**src/rtl/soc_rib_xbar_pkg.sv**
```systemverilog
// Shared constants for the RIB memory-mapped crossbar:
// FSM encodings, arbitration modes and default slave codes.
package soc_rib_xbar_pkg;

    localparam logic [1:0] ST_IDLE  = 2'd0;
    localparam logic [1:0] ST_ISSUE = 2'd1;
    localparam logic [1:0] ST_RESP  = 2'd2;

    localparam int ARB_FIXED = 0;
    localparam int ARB_RR    = 1;

    localparam int SLV_RAM = 0;
    localparam int SLV_ROM = 1;

endpackage

```
**src/rtl/soc_bus_arbiter.sv**
```systemverilog
// Request arbiter for the RIB crossbar: fixed priority or round-robin.
// The round-robin pointer moves past the winner on every granted advance.
module soc_bus_arbiter
    import soc_rib_xbar_pkg::*;
#(
    parameter int N    = 2,
    parameter int MODE = ARB_FIXED,
    localparam int IW  = (N > 1) ? $clog2(N) : 1
) (
    input  logic          clk,
    input  logic          rst_n,
    input  logic [N-1:0]  req,
    input  logic          advance,
    output logic [N-1:0]  grant,
    output logic [IW-1:0] idx
);

    logic [IW-1:0] ptr_q;
    logic [IW-1:0] ptr_d;
    logic          found;
    logic [IW-1:0] jj;
    int            j;

    always_comb begin
        grant = '0;
        idx   = '0;
        found = 1'b0;
        j     = 0;
        jj    = '0;
        for (int i = 0; i < N; i++) begin
            j = (MODE == ARB_RR) ? int'(ptr_q) + i : i;
            if (j >= N) j = j - N;
            jj = IW'(j);
            if (!found && req[jj]) begin
                found     = 1'b1;
                grant[jj] = 1'b1;
                idx       = jj;
            end
        end
    end

    always_comb begin
        ptr_d = ptr_q;
        if (advance && found) begin
            ptr_d = (int'(idx) == N - 1) ? '0 : idx + 1'b1;
        end
    end

    always_ff @(posedge clk or negedge rst_n) begin
        if (!rst_n) ptr_q <= '0;
        else        ptr_q <= ptr_d;
    end

endmodule

```
**src/rtl/soc_rib_xbar.sv**
```systemverilog
// Multi-master / multi-slave memory-mapped bus, one transaction at a time,
// with address decode, slave timeout and registered response.
module soc_rib_xbar
    import soc_rib_xbar_pkg::*;
#(
    parameter int NUM_MASTERS = 2,
    parameter int NUM_SLAVES  = 4,
    parameter int AW          = 32,
    parameter int DW          = 32,
    parameter int SEL_BITS    = 4,
    parameter int ARB_MODE    = ARB_FIXED,
    parameter int TIMEOUT     = 16
) (
    input  logic                        clk,
    input  logic                        rst_n,
    input  logic [NUM_MASTERS-1:0]      m_req_i,
    input  logic [NUM_MASTERS-1:0]      m_we_i,
    input  logic [NUM_MASTERS*AW-1:0]   m_addr_i,
    input  logic [NUM_MASTERS*DW-1:0]   m_wdata_i,
    output logic [NUM_MASTERS-1:0]      m_ack_o,
    output logic                        m_err_o,
    output logic [DW-1:0]               m_rdata_o,
    output logic [NUM_SLAVES-1:0]       s_req_o,
    output logic                        s_we_o,
    output logic [AW-1:0]               s_addr_o,
    output logic [DW-1:0]               s_wdata_o,
    input  logic [NUM_SLAVES-1:0]       s_ack_i,
    input  logic [NUM_SLAVES*DW-1:0]    s_rdata_i
);

    localparam int IW = (NUM_MASTERS > 1) ? $clog2(NUM_MASTERS) : 1;
    localparam int CW = (TIMEOUT < 2) ? 1 : $clog2(TIMEOUT + 1);
    localparam logic [CW-1:0] TO_LAST =
        (TIMEOUT == 0) ? '0 : CW'(TIMEOUT - 1);

    logic [1:0]             state_q, state_d;
    logic [IW-1:0]          win_q, win_d;
    logic [CW-1:0]          cnt_q, cnt_d;
    logic [NUM_SLAVES-1:0]  s_req_q, s_req_d;
    logic                   s_we_q, s_we_d;
    logic [AW-1:0]          s_addr_q, s_addr_d;
    logic [DW-1:0]          s_wdata_q, s_wdata_d;
    logic [NUM_MASTERS-1:0] m_ack_q, m_ack_d;
    logic                   m_err_q, m_err_d;
    logic [DW-1:0]          m_rdata_q, m_rdata_d;

    logic                   advance;
    logic [NUM_MASTERS-1:0] grant;
    logic [IW-1:0]          idx;
    logic [AW-1:0]          g_addr;
    logic [SEL_BITS-1:0]    g_sel;
    logic                   g_mapped;
    logic                   ack_hit;
    logic                   timed_out;
    logic [DW-1:0]          rd_mux;

    soc_bus_arbiter #(
        .N    (NUM_MASTERS),
        .MODE (ARB_MODE)
    ) u_arb (
        .clk     (clk),
        .rst_n   (rst_n),
        .req     (m_req_i),
        .advance (advance),
        .grant   (grant),
        .idx     (idx)
    );

    assign g_addr   = m_addr_i[idx*AW +: AW];
    assign g_sel    = g_addr[AW-1 -: SEL_BITS];
    assign g_mapped = int'(g_sel) < NUM_SLAVES;

    // Only the selected slave may complete; s_req_q is one-hot in ISSUE.
    always_comb begin
        ack_hit = |(s_ack_i & s_req_q);
        rd_mux  = '0;
        for (int k = 0; k < NUM_SLAVES; k++) begin
            if (s_req_q[k]) rd_mux = rd_mux | s_rdata_i[k*DW +: DW];
        end
    end

    assign timed_out = (TIMEOUT != 0) && (cnt_q == TO_LAST);

    always_comb begin
        state_d   = state_q;
        win_d     = win_q;
        cnt_d     = cnt_q;
        s_req_d   = s_req_q;
        s_we_d    = s_we_q;
        s_addr_d  = s_addr_q;
        s_wdata_d = s_wdata_q;
        m_ack_d   = '0;
        m_err_d   = 1'b0;
        m_rdata_d = '0;
        advance   = 1'b0;
        unique case (state_q)
            ST_IDLE: begin
                if (|m_req_i) begin
                    advance   = 1'b1;
                    win_d     = idx;
                    s_we_d    = m_we_i[idx];
                    s_addr_d  = g_addr;
                    s_wdata_d = m_wdata_i[idx*DW +: DW];
                    if (g_mapped) begin
                        s_req_d = NUM_SLAVES'(1) << g_sel;
                        cnt_d   = '0;
                        state_d = ST_ISSUE;
                    end else begin
                        m_ack_d = grant;
                        m_err_d = 1'b1;
                        state_d = ST_RESP;
                    end
                end
            end
            ST_ISSUE: begin
                if (ack_hit) begin
                    s_req_d   = '0;
                    m_ack_d   = NUM_MASTERS'(1) << win_q;
                    m_rdata_d = s_we_q ? '0 : rd_mux;
                    state_d   = ST_RESP;
                end else if (timed_out) begin
                    s_req_d = '0;
                    m_ack_d = NUM_MASTERS'(1) << win_q;
                    m_err_d = 1'b1;
                    state_d = ST_RESP;
                end else if (cnt_q != {CW{1'b1}}) begin
                    cnt_d = cnt_q + 1'b1;
                end
            end
            ST_RESP: state_d = ST_IDLE;
            default: state_d = ST_IDLE;
        endcase
    end

    always_ff @(posedge clk or negedge rst_n) begin
        if (!rst_n) begin
            state_q   <= ST_IDLE;
            win_q     <= '0;
            cnt_q     <= '0;
            s_req_q   <= '0;
            s_we_q    <= 1'b0;
            s_addr_q  <= '0;
            s_wdata_q <= '0;
            m_ack_q   <= '0;
            m_err_q   <= 1'b0;
            m_rdata_q <= '0;
        end else begin
            state_q   <= state_d;
            win_q     <= win_d;
            cnt_q     <= cnt_d;
            s_req_q   <= s_req_d;
            s_we_q    <= s_we_d;
            s_addr_q  <= s_addr_d;
            s_wdata_q <= s_wdata_d;
            m_ack_q   <= m_ack_d;
            m_err_q   <= m_err_d;
            m_rdata_q <= m_rdata_d;
        end
    end

    assign m_ack_o   = m_ack_q;
    assign m_err_o   = m_err_q;
    assign m_rdata_o = m_rdata_q;
    assign s_req_o   = s_req_q;
    assign s_we_o    = s_we_q;
    assign s_addr_o  = s_addr_q;
    assign s_wdata_o = s_wdata_q;

endmodule
```
**config.mk**
```make
export PLATFORM = sky130hd
export DESIGN_NAME = soc_rib_xbar
export DESIGN_NICKNAME = d
export VERILOG_FILES = /design/src/rtl/soc_rib_xbar_pkg.sv /design/src/rtl/soc_bus_arbiter.sv /design/src/rtl/soc_rib_xbar.sv
export SDC_FILE = /design/constraint.sdc
export NUM_CORES = 1
export LEC_CHECK = 0
export ABC_AREA = 0
export CORE_AREA = 8 8 139 141
export DETAILED_ROUTE_END_ITERATION = 8
export DIE_AREA = 0 0 147 149
export PLACE_DENSITY = 0.72
export SYNTH_ARGS = -nofsm -noshare
export SYNTH_HDL_FRONTEND = slang
export SYNTH_SLANG_ARGS = --single-unit
```
**constraint.sdc**
```tcl
create_clock -name clk -period 6.52 [get_ports clk]
set_clock_uncertainty 0.1 [all_clocks]
set_input_delay 1.304 -clock clk [delete_from_list [all_inputs] [get_ports clk]]
set_output_delay 1.304 -clock clk [all_outputs]
set_load 0.005 [all_outputs]
```
==> results.tsv <==
metric	value	unit
hold path cells	2	
initial DRC count	232	
crit path max fanout	44	
pin count of the biggest net entering global routing	105	
met1 WL	8190	um
ys flop type	dfrtp_1	
WS Path Type	input pin to flip-flop	
share of the synthesized area in the top cell type	52.5	%
ys async rst share	100	%
worst-path cell chain	clkdlybuf4s50_1 > nand2b_4 > buf_4 > mux2i_1 > o21ai_1	
Max Fclk	294	MHz
Detail Route Antenna Nets	0	
drt wl/cell	19.8	um
max_slew headroom	44.5	%
Yosys warnings	0	
post-synth net total	778	
clk buf depth	2	
# port buffers	369	
Root Driver	clkbuf_16	
clk slew on worst S/H paths	0.08	ns
Final GP Congestion	0.794	
TNS Setup	0	ns
Hold Crit Class	flip-flop to flip-flop	
clk sink count	112	
Row Count	48	
FF-to-FF path depth	7	
final worst path period share	52.1	%
total CTS buffers	9	
final WL	21500	um
endpoints failing setup	0	
initial core utilization	31.3	%
Max-Cap Viols	0	
Die ar.	21900	sq um
Slew Limit Fails	0	
# hold bufs at CTS	0	
post_cts resized	0	
CP required	6.62	ns
Critical-path top delay cell	buf_4	
initial antenna violation count	2	
crit-path max cell delay	0.68	ns
WP buf/inv	2	
layout cell share with drive strength beyond 1	4.42	%
mean post-synth cell area	10.5	sq um
post-synthesis cell type count	41	
met3 routed wirelength	2280	um
commonest cells in the netlist	dfrtp_1 (112), nand2_1 (68), mux2i_1 (65)	
Total GRT Usage	18.9	%
die height	149	um
Startpoint Class	input pin	
unrepaired setup endpoints after global routing	false	
TritonCTS clock tree	done	
IO Count	370	
Syn-to-layout area delta	78.0	%
#FFs+latches synth	112	
number of flops mapped to enable cells by yosys	0	
crit end category	flip-flop	
status	complete, no violations	
top cells by area, synth	dfrtp_1 (53%), mux2i_1 (12%), a22oi_1 (9.0%)	
vias per inst	4.84	
met2 routed WL	10500	um
worst-skew pair later-pin latency	0.35	ns
TritonRoute pass-1 iters	6	
Fin. Hold Viols	0	
Synth area leader	dfrtp_1	
Die X-Extent	147	um
Worst path depth	5	
DRC	0	
Post-CTS Setup Inserts	0	
H-tree lvl count	3	
crit path DAT	3.50	ns
first-pass GRT wire length	32200	um
top-count cell post-synth	dfrtp_1	
vias in the first global route	5511	
fin nets	1124	
fin area	9500	sq um
sequential fraction of the synthesis area	52.5	%
final core occ	55.7	%
via count	5261	
Slew @ Worst Pin	0.832	ns
placed cell area	9210	sq um
Detail Placement HPWL	17200	um
uppermost layer routed	met4	
# fillers	1516	
core area	17100	sq um
Min Clock Period, post-route	3.40	ns
grt ovf	0	
crit-path leading delay family	buffers and inverters	
VDD IR-drop max	0.000210	V
synthesized area	5340	sq um
Mapped Cells	509	
Power per Cell Area	324	nW/um^2
LEAKAGE	4.13	nW
[worst reg2reg max path, stage by stage, from the launching register on]
cell and delay (ns):
dfrtp_1 0.40, ha_1 0.22, and3_1 0.21, ha_1 0.23, or4b_4 0.58, nor3_4 0.19
a21oi_1 0.11, mux2_2 0.28
[report_power, final]
| group | switching (mW) | internal, mW | leakage, nW |
|---|---|---|---|
| clock network | 0.264 | 0.284 | 0.143 |
| logic | 0.671 | 0.781 | 2.54 |
| registers | 0.138 | 0.939 | 1.44 |
| total | 1.07 | 2.00 | 4.13 |
[path summary, 6_finish.rpt]
kind	start	to	slack, ns
min in group asynchronous	rst_n	m_rdata_o[18]	0.86
max in group asynchronous	rst_n	s_addr_o[26]	4.15
setup reg to reg	cnt_q[0]	cnt_q[0]	4.10
hold reg to reg	s_addr_o[27]	s_addr_o[27]	0.38
setup / recovery	m_req_i[0]	s_wdata_o[27]	3.12
hold / removal	s_addr_o[27]	s_addr_o[27]	0.38
[kinds of logic (layout without fill, tap and decap cells)]
| kind of cell | Yosys count | in the layout | share of synthesized area (%) |
|---|---|---|---|
| AO/OA/AOI/OAI | 185 | 185 | 21.9 |
| XOR/XNOR | 2 | 2 | 0.328 |
| adder cells (fa/ha/maj) | 3 | 3 | 0.703 |
| buffers and inverters | 46 | 397 | 4.01 |
| flip-flops | 112 | 112 | 52.5 |
| multiplexers | 66 | 66 | 12.4 |
| other | 0 | 2 | 0 |
| AND/OR/NAND/NOR | 95 | 95 | 8.18 |
[placed cells by master, fill, tap and decap left out, drive strengths merged, types with 2 or more instances in the layout]
cell type and n:
nor3 5, a21o 3, dfrtp 112, xnor2 2, a22o 5, nor4 2, nand2 68, diode 2
mux2i 65, a22oi 65, clkdlybuf4s50 368, a21oi 35, clkbuf 11, clkinv 2, nor2 9, inv 6
nand2b 3, ha 3, buf 9, a31oi 2, o21ai 69
[layer usage]
metal,vias up,track usage (%)
met4,0,7.09
met5,-,0
met2,269,32.4
met3,26,8.10
met1,2417,20.6
li1,2549,-
[flip-flops by register name (all words and copies together) (netlist names)]
signal / flops
cnt_q: 5
s_addr_o: 32
m_ack_o: 2
win_q: 1
m_err_o: 1
state_q: 2
s_wdata_o: 32
s_req_o: 4
m_rdata_o: 32
s_we_o: 1
[through the flow]
stage          setup WS (ns)  instances  hold WS (ns)  power, mW
2_1_floorplan           4.00        509         0.373       1.72
3_3_place_gp            2.82       1069         0.361       2.55
3_5_place_dp            2.75       1069         0.370       2.57
4_1_cts                 3.14       1085         0.387       3.13
5_1_grt                 2.98       1087         0.408       3.30
6_report                3.12       1087         0.382       3.08
[cell type report]
class / instances / area [sq um] / share of cell area [%]
inverters: 4 / 15.0 / 0.158
diodes: 2 / 5.00 / 0.0527
multi-input cells: 351 / 2340 / 24.7
repair buffers: 377 / 3760 / 39.6
well taps: 225 / 282 / 2.96
clock buffers: 11 / 253 / 2.66
flip-flops and latches: 112 / 2800 / 29.5
clock inverters: 5 / 38.8 / 0.408
Power figures use the tool's default switching activity.
